--- src/rtl/seg7_scan_driver.sv ---
// seg7_scan_driver: time-multiplexed N-digit seven-segment display driver.
// Latches a packed hex value plus decimal points on a load strobe and swaps
// it onto the display only at frame boundaries, so a frame is never torn.
// Digits are scanned from a clock-enable prescaler. Each digit switch is
// followed by a guard gap that keeps digit_en off, to avoid ghosting.
// The prescaler divisor DIV = CLK_HZ/SCAN_HZ must satisfy DIV >= GUARD+2.
// Optional feature: define SEG7_LZB_EN to enable leading-zero blanking.
module seg7_scan_driver #(
  parameter int NUM_DIGITS     = 4,
  parameter int CLK_HZ         = 125_000_000,
  parameter int SCAN_HZ        = 1000,
  parameter int GUARD          = 2,
  parameter int ACTIVE_LOW_SEG = 0,
  parameter int ACTIVE_LOW_DIG = 0
) (
  input  logic                    clk,
  input  logic                    reset,
  input  logic [4*NUM_DIGITS-1:0] value,
  input  logic [NUM_DIGITS-1:0]   dp,
  input  logic                    load,
  input  logic                    blank,
  output logic [7:0]              sevenseg,
  output logic [NUM_DIGITS-1:0]   digit_en,
  output logic                    frame_done
);

  localparam int DIV   = CLK_HZ / SCAN_HZ;
  localparam int PRE_W = (DIV > 1) ? $clog2(DIV) : 1;
  localparam int IDX_W = (NUM_DIGITS > 1) ? $clog2(NUM_DIGITS) : 1;
  localparam int GRD_W = (GUARD > 0) ? $clog2(GUARD + 1) : 1;

  localparam logic [PRE_W-1:0]      PRE_LAST = PRE_W'(DIV - 1);
  localparam logic [IDX_W-1:0]      IDX_LAST = IDX_W'(NUM_DIGITS - 1);
  localparam logic [GRD_W-1:0]      GUARD_V  = GRD_W'(GUARD);
  localparam logic [7:0]            SEG_INV  = (ACTIVE_LOW_SEG != 0) ? 8'hFF : 8'h00;
  localparam logic [NUM_DIGITS-1:0] DIG_INV  = (ACTIVE_LOW_DIG != 0) ? '1 : '0;

  // Hex glyphs, bits [6:0] = segments a..g.
  function automatic logic [6:0] hex_glyph(input logic [3:0] n);
    case (n)
      4'h0: hex_glyph = 7'h3F;
      4'h1: hex_glyph = 7'h06;
      4'h2: hex_glyph = 7'h5B;
      4'h3: hex_glyph = 7'h4F;
      4'h4: hex_glyph = 7'h66;
      4'h5: hex_glyph = 7'h6D;
      4'h6: hex_glyph = 7'h7D;
      4'h7: hex_glyph = 7'h07;
      4'h8: hex_glyph = 7'h7F;
      4'h9: hex_glyph = 7'h6F;
      4'hA: hex_glyph = 7'h77;
      4'hB: hex_glyph = 7'h7C;
      4'hC: hex_glyph = 7'h39;
      4'hD: hex_glyph = 7'h5E;
      4'hE: hex_glyph = 7'h79;
      default: hex_glyph = 7'h71;
    endcase
  endfunction

  logic [PRE_W-1:0]        pre_q, pre_d;
  logic [IDX_W-1:0]        idx_q, idx_d;
  logic [GRD_W-1:0]        guard_q, guard_d;
  logic [4*NUM_DIGITS-1:0] pend_val_q, pend_val_d, disp_val_q, disp_val_d;
  logic [NUM_DIGITS-1:0]   pend_dp_q, pend_dp_d, disp_dp_q, disp_dp_d;
  logic                    pend_flag_q, pend_flag_d;
  logic                    wrap_q, frame_done_q;
  logic [7:0]              seg_q, seg_d;
  logic [NUM_DIGITS-1:0]   dig_q, dig_d;

  logic                    tick, wrap;
  logic [3:0]              nib [NUM_DIGITS];
  logic [NUM_DIGITS-1:0]   onehot;
  logic [6:0]              glyph;

  assign tick   = (pre_q == PRE_LAST);
  assign wrap   = tick && (idx_q == IDX_LAST);
  assign onehot = NUM_DIGITS'(1) << idx_q;

  // Split the displayed value into per-digit nibbles.
  for (genvar gi = 0; gi < NUM_DIGITS; gi++) begin : g_nib
    assign nib[gi] = disp_val_q[4*gi +: 4];
  end

`ifdef SEG7_LZB_EN
  // lz_upper[i] is set when nibbles i..NUM_DIGITS-1 are all zero.
  logic [NUM_DIGITS:0] lz_upper;
  assign lz_upper[NUM_DIGITS] = 1'b1;
  for (genvar gi = 0; gi < NUM_DIGITS; gi++) begin : g_lz
    assign lz_upper[gi] = (nib[gi] == 4'h0) && lz_upper[gi+1];
  end
  // Digit 0 always shows its glyph so a zero value still reads "0".
  assign glyph = ((idx_q != '0) && lz_upper[idx_q]) ? 7'h00 : hex_glyph(nib[idx_q]);
`else
  assign glyph = hex_glyph(nib[idx_q]);
`endif

  // Next-state logic: prescaler, scan index, guard gap, double buffer, outputs.
  always_comb begin
    pre_d       = tick ? '0 : pre_q + PRE_W'(1);
    idx_d       = idx_q;
    guard_d     = guard_q;
    pend_val_d  = pend_val_q;
    pend_dp_d   = pend_dp_q;
    pend_flag_d = pend_flag_q;
    disp_val_d  = disp_val_q;
    disp_dp_d   = disp_dp_q;

    if (tick) begin
      idx_d   = (idx_q == IDX_LAST) ? '0 : idx_q + IDX_W'(1);
      guard_d = GUARD_V;
    end else if (guard_q != '0) begin
      guard_d = guard_q - GRD_W'(1);
    end

    if (load) begin
      pend_val_d  = value;
      pend_dp_d   = dp;
      pend_flag_d = 1'b1;
    end

    // Frame boundary: a coincident load goes straight to the display,
    // otherwise any pending value is promoted. Either way nothing stays pending.
    if (wrap) begin
      if (load) begin
        disp_val_d  = value;
        disp_dp_d   = dp;
        pend_flag_d = 1'b0;
      end else if (pend_flag_q) begin
        disp_val_d  = pend_val_q;
        disp_dp_d   = pend_dp_q;
        pend_flag_d = 1'b0;
      end
    end

    seg_d = {disp_dp_q[idx_q], glyph} ^ SEG_INV;
    dig_d = (((guard_q == '0) && !blank) ? onehot : '0) ^ DIG_INV;
  end

  // State and output registers. frame_done goes through two stages so its
  // pulse lines up with the first output cycle that shows digit 0.
  always_ff @(posedge clk) begin
    if (reset) begin
      pre_q        <= '0;
      idx_q        <= '0;
      guard_q      <= '0;
      pend_val_q   <= '0;
      pend_dp_q    <= '0;
      pend_flag_q  <= 1'b0;
      disp_val_q   <= '0;
      disp_dp_q    <= '0;
      wrap_q       <= 1'b0;
      frame_done_q <= 1'b0;
      seg_q        <= SEG_INV;
      dig_q        <= DIG_INV;
    end else begin
      pre_q        <= pre_d;
      idx_q        <= idx_d;
      guard_q      <= guard_d;
      pend_val_q   <= pend_val_d;
      pend_dp_q    <= pend_dp_d;
      pend_flag_q  <= pend_flag_d;
      disp_val_q   <= disp_val_d;
      disp_dp_q    <= disp_dp_d;
      wrap_q       <= wrap;
      frame_done_q <= wrap_q;
      seg_q        <= seg_d;
      dig_q        <= dig_d;
    end
  end

  assign sevenseg   = seg_q;
  assign digit_en   = dig_q;
  assign frame_done = frame_done_q;

endmodule

--- config.mk ---
export PLATFORM = sky130hd
export DESIGN_NAME = seg7_scan_driver
export DESIGN_NICKNAME = d
export VERILOG_FILES = /design/src/rtl/seg7_scan_driver.sv
export SDC_FILE = /design/constraint.sdc
export NUM_CORES = 1
export LEC_CHECK = 0
export ABC_AREA = 1
export ABC_CLOCK_PERIOD_IN_PS = 1550
export CAP_MARGIN = 5
export CORE_ASPECT_RATIO = 0.7
export CORE_MARGIN = 1
export CORE_UTILIZATION = 51
export CTS_CLUSTER_SIZE = 10
export DETAILED_ROUTE_END_ITERATION = 12
export PLACE_DENSITY = 0.73
export SLEW_MARGIN = 20
export SYNTH_ARGS = -nofsm -noshare
export SYNTH_HDL_FRONTEND = slang
export SYNTH_SLANG_ARGS = --single-unit
--- constraint.sdc ---
create_clock -name clk -period 1.55 [get_ports clk]
set_input_delay 0.2325 -clock clk [delete_from_list [all_inputs] [get_ports clk]]
set_output_delay 0.2325 -clock clk [all_outputs]
set_load 0.005 [all_outputs]
Yosys cells after proc, flatten, opt, wreduce, memory -nomap -nowiden --
Memory sizes are Yosys's and may differ from the RTL's. A register that Yosys moved wholly into a read port is not among the register bits. Index checks and enable logic that the tools add are counted.
Operators by class: add/sub/neg operators 3, mux-type cells 16, reductions and logical operators 10, shift-type cells 1, bitwise operators 2, order comparisons 2, eq/ne operators 2
Operator list (count):
- 16-bit two-way mux | 2
- 17-bit by 1-bit adder with 17-bit output, second input constant | 1
- 17-bit == test, second input constant | 1
- 4-bit two-way mux | 4
- 4-bit binary-select mux with 2-bit select | 1
- 2-bit two-way mux | 3
- 2-bit nonzero test | 3
- 1-bit two-way mux | 5
- 2-bit OR reduction | 2
- 1-bit by 2-bit left shift with 4-bit output, first input constant | 1
- 3-bit greater-or-equal comparator, second input constant | 1
- 2-bit by 3-bit less-than comparator with 1-bit output, second input constant | 1
- 2-bit NOT with 3-bit output | 1
- 2-bit by 1-bit adder with 2-bit output, second input constant | 1
- 1-bit binary-select mux with 2-bit select | 1
- 2-bit == test, second input constant | 1
- 1-bit logical AND | 2
- 2-bit logical NOT | 1
- 2-bit AND reduction | 1
- 2-bit by 1-bit subtractor with 2-bit output, second input constant | 1
- 1-bit logical NOT | 1
- 1-bit NOT | 1
Word-level totals: input bits 24, memories 1, ROM bits 112, bits in registers 76
Memory list:
- (name not given) | depth 16, bits a word 7, read ports 1, clocked after Yosys merged registers in 1, wr ports 0, RTL line 40 | case (n)

Logic depth before layout (Yosys ltp) --
depth in word-level cells 4, mapped depth 12, gate-level depth less buffers 11

Worst setup path after synthesis --
Ideal clock, no wire load.
path kind register to register, start point register idx_q[0], end point register seg_q[5] (netlist: sevenseg[5]), cell stages (with the launch flop) 12, required time 1.480 ns, arrival time 1.582 ns, slack -0.102 ns, path buffers 1, period minus slack after synthesis 1.652 ns, cell sequence dfxtp_1 -> inv_2 -> buf_2 -> nand2_1 -> nand3_1 -> nand2_1 -> inv_1 -> ha_1 -> nand3b_1 -> nand2_1 -> nand2_1 -> a21oi_1
Between the ends: longest elaborated chain between the ends 4
Ends and longest elaborated chain:
- from (decl) | RTL line 61 | logic [IDX_W-1:0] idx_q, idx_d;
- from (signal assigned) | RTL line 157 | idx_q <= idx_d;
- 2-bit NOT with 3-bit output (implied by the code) | RTL line 94 | assign glyph = hex_glyph(nib[idx_q]);
- 4-bit binary-select mux with 2-bit select | RTL line 94
- 4-bit two-way mux (implied by the code) (2 in a row) | RTL line 94
- to (decl) | RTL line 67 | logic [7:0] seg_q, seg_d;
Every way passes these cells. The select of a mux whose other input is x is not followed. A chain may end at the register's enable or synchronous reset.

Worst setup path after layout --
Ends and elaborated chain as after synthesis.

==> out/metrics.yaml <==
status:
  status: "finished clean"
critical_path:
  critPathMostFrequentCell: "nand2_4"
  worstSetupPathType: "reg -> reg"
  startpoint_type: "register"
  r2r_cells: 10
  worstPathArrival_ns: 1.78
  reg2reg_to: "sevenseg[5]$_SDFF_PP0_"
  r2r_start: "idx_q[0]$_SDFFE_PP0N_"
  reg2reg_slack_ns: 0.06
  crit_chain: "inv_6, nand2_4, nand3_2, nand2_4, inv_4, ha_4, nand3b_1, nand2_1, nand2_2, a21oi_2"
  cp_slowest_cell: "dfxtp_4"
  crit_path_max_incr_delay_ns: 0.42
  critPathRequiredTime_ns: 1.83
  crit_path_end_kind: "register"
  cp_max_fo: 7
layout:
  multi_input_area_sq_um: 1820
  nNetsFinal: 583
  n_antenna_cell: 0
  drive_gt1_share_pct: 18.2
  seq_area_sq_um: 1530
  final_util_pct: 70.4
  final_common_cell: "nor2_1"
  syn2layout_area_growth_pct: 30.3
  layout_common_cells: "106 x nor2_1, 99 x nand2_1, 72 x dfxtp_1"
  design_area_sq_um: 4480
  fill_cells: 540
timing:
  tightest_slew_ns: 0.593
  fmax_ghz: 0.670
  finalMaxSlewViolations: 0
  setup_viol: 0
  min_period_ns: 1.49
  slew_headroom_pct: 60.4
  post-route-period-util_pct: 96.3
  fin_skew_ns: 0.00476
  hold_violations: 0
  rsz0062_at_grt: "true"
  whs_ns: 0.429
yosys:
  synth.avg_cell_area_sq_um: 7.02
  synth_cell_types: 27
  synth_top_area_share_pct: 44.2
  ys_warn_count: 0
  synth_area_leaders: "dfxtp_1 44%, nand2_1 12%, nor2_1 12%"
  postSynth.asyncResetShare_pct: 0
  synth_edf_count: 0
  synth_seq_cells: 76
  synth_fp_nets: 523
  synth_top_cell_by_area: "dfxtp_1"
  syn_inst: 490
  ys.flop_type: "dfxtp_1"
  syn_area_sq_um: 3440
  seq_area_frac_synth_pct: 44.2
clock_network:
  cts_inserted_buffers: 9
  clock_latency_ns: 0.35
  root_buffer: "clkbuf_8"
  ctsHtreeMaxLevel: 3
  cts_tree: "done"
  path_clk_slew_ns: 0.08
  clk_path_buf_depth: 2
  cts.sinks: 76
floorplan:
  die_h_um: 70.7
  die_w_um: 100
  dieArea_sq_um: 7080
  num_io_pins: 37
  rows: 24
  start_util_pct: 54.0
  core_region_area_sq_um: 6370
hold_path:
  hold_class: "reg -> reg"
  whs_path_depth: 2
  min_to: "frame_done$_SDFF_PP0_"
  min-delay-start: "wrap_q$_SDFF_PP0_"
detailed_routing:
  num_vias: 3339
  drc: 0
  wirelength_um: 8570
  avgViaCountPerCell: 5.18
  wl_per_cell_um: 13.3
  first_pass_iters: 7
  ant_nets: 0
  initialDrtViolationCount: 237
global_routing:
  grt_use_total_pct: 24.7
  grt_overflow: 0
  grt_max_degree: 29
  first_global_vias: 2943
  grt_pass1_wl_um: 13600
  antenna_found_initial: 0
power:
  powerDensity_nw_per_um2: 869
  irDropWorstVdd_v: 0.000524
  p_leak_nw: 1.84
place:
  placed_area_sq_um: 4030
  finalWeightedCongestion: 0.848
  dp_hpwl_um: 5620
  portBuffers: 36
run:
  max_cap_violations: 0
## timing repair
action / 4_1_cts / 5_1_grt
resized for setup: 7 / 42
setup endpoints to repair: 22 / 48
buffers inserted: 1 / 3
endpoints found under the hold margin: 0 / 0
pin swaps: 5 / 14
hold buffers: 0 / 0
cloned: 2 / 1
## stage by stage
stage | std cells | TNS, ns | power [mW] | setup slack, ns
2_1_floorplan | 490 | 0 | 2.20 | 0.00238
3_3_place_gp | 623 | -1.15 | 2.34 | -0.0933
3_5_place_dp | 623 | -1.84 | 2.35 | -0.122
4_1_cts | 641 | 0 | 3.91 | 0.0129
5_1_grt | 645 | -0.0857 | 4.03 | -0.0487
6_report | 645 | 0 | 3.89 | 0.0566
## flip-flops by register name, summed over array words and instances (netlist names), 2 cells and up
signal      flops
pre_q          17
disp_dp_q       4
disp_val_q     16
idx_q           2
pend_val_q     16
sevenseg        8
pend_dp_q       4
guard_q         2
digit_en        4
## logic make-up after synthesis
kind of cell,Yosys count,share of synthesized area [%]
simple gates,282,35.5
flops,76,44.2
buf+inv,67,8.26
compound gates,52,7.71
fa+ha+maj,9,3.27
xor+xnor,4,1.02
## synth_stat cells, types with 3 or more instances
cell type	n
dfxtp_1	76
nand3_1	17
nor3_1	5
clkbuf_1	8
nor2_1	107
buf_1	5
nand2_1	109
inv_1	39
buf_4	4
ha_1	9
inv_2	7
o21ai_0	31
nor2_2	4
xor2_1	4
nand3b_1	3
a21oi_1	18
nand4_1	28
## report_power, final
part / switching (mW) / leakage (nW) / total, mW / internal [mW]
clock network: 0.713 / 0.101 / 1.58 / 0.867
registers: 0.0182 / 0.623 / 2.02 / 2.00
logic: 0.151 / 1.11 / 0.291 / 0.140
## worst max-delay path by stage
stage               cells after the start  slack [ns]                          to                   from
detailed placement                      6       -0.12  disp_val_q[9]$_SDFFE_PP0P_                   load
global route                            9       -0.05      sevenseg[3]$_SDFF_PP0_  idx_q[0]$_SDFFE_PP0N_
CTS                                    10        0.01      sevenseg[5]$_SDFF_PP0_  idx_q[0]$_SDFFE_PP0N_
floorplan                              11       0.002      sevenseg[5]$_SDFF_PP0_  idx_q[0]$_SDFFE_PP0N_
global placement                        6       -0.09  disp_val_q[3]$_SDFFE_PP0P_                   load
finish                                 10        0.06      sevenseg[5]$_SDFF_PP0_  idx_q[0]$_SDFFE_PP0N_
## critical path: cells and delay by family, from the launching register on
kind,cells,cell delay (ns)
simple gates,6,0.63
compound gates,1,0.12
flops,1,0.42
fa+ha+maj,1,0.15
buf+inv,2,0.11
## layout make-up
| class | count | area share, % |
|---|---|---|
| Clock buffer | 12 | 3.69 |
| Clock inverter | 3 | 1.01 |
| Inverter | 46 | 4.08 |
| Multi-Input combinational cell | 350 | 40.7 |
| Sequential cell | 76 | 34.1 |
| Tap cell | 91 | 2.54 |
| Timing Repair Buffer | 67 | 13.9 |
## per-layer routing
layer  track usage, %  up-vias  share of wire, %
met4             6.44        0              0.86
met5                0        -                 0
met2             36.5      117                44
met1             35.0     1530                48
met3             7.71       10               8.0
li1                 -     1682                 -
No activity file was read; power rests on OpenSTA's default activity.
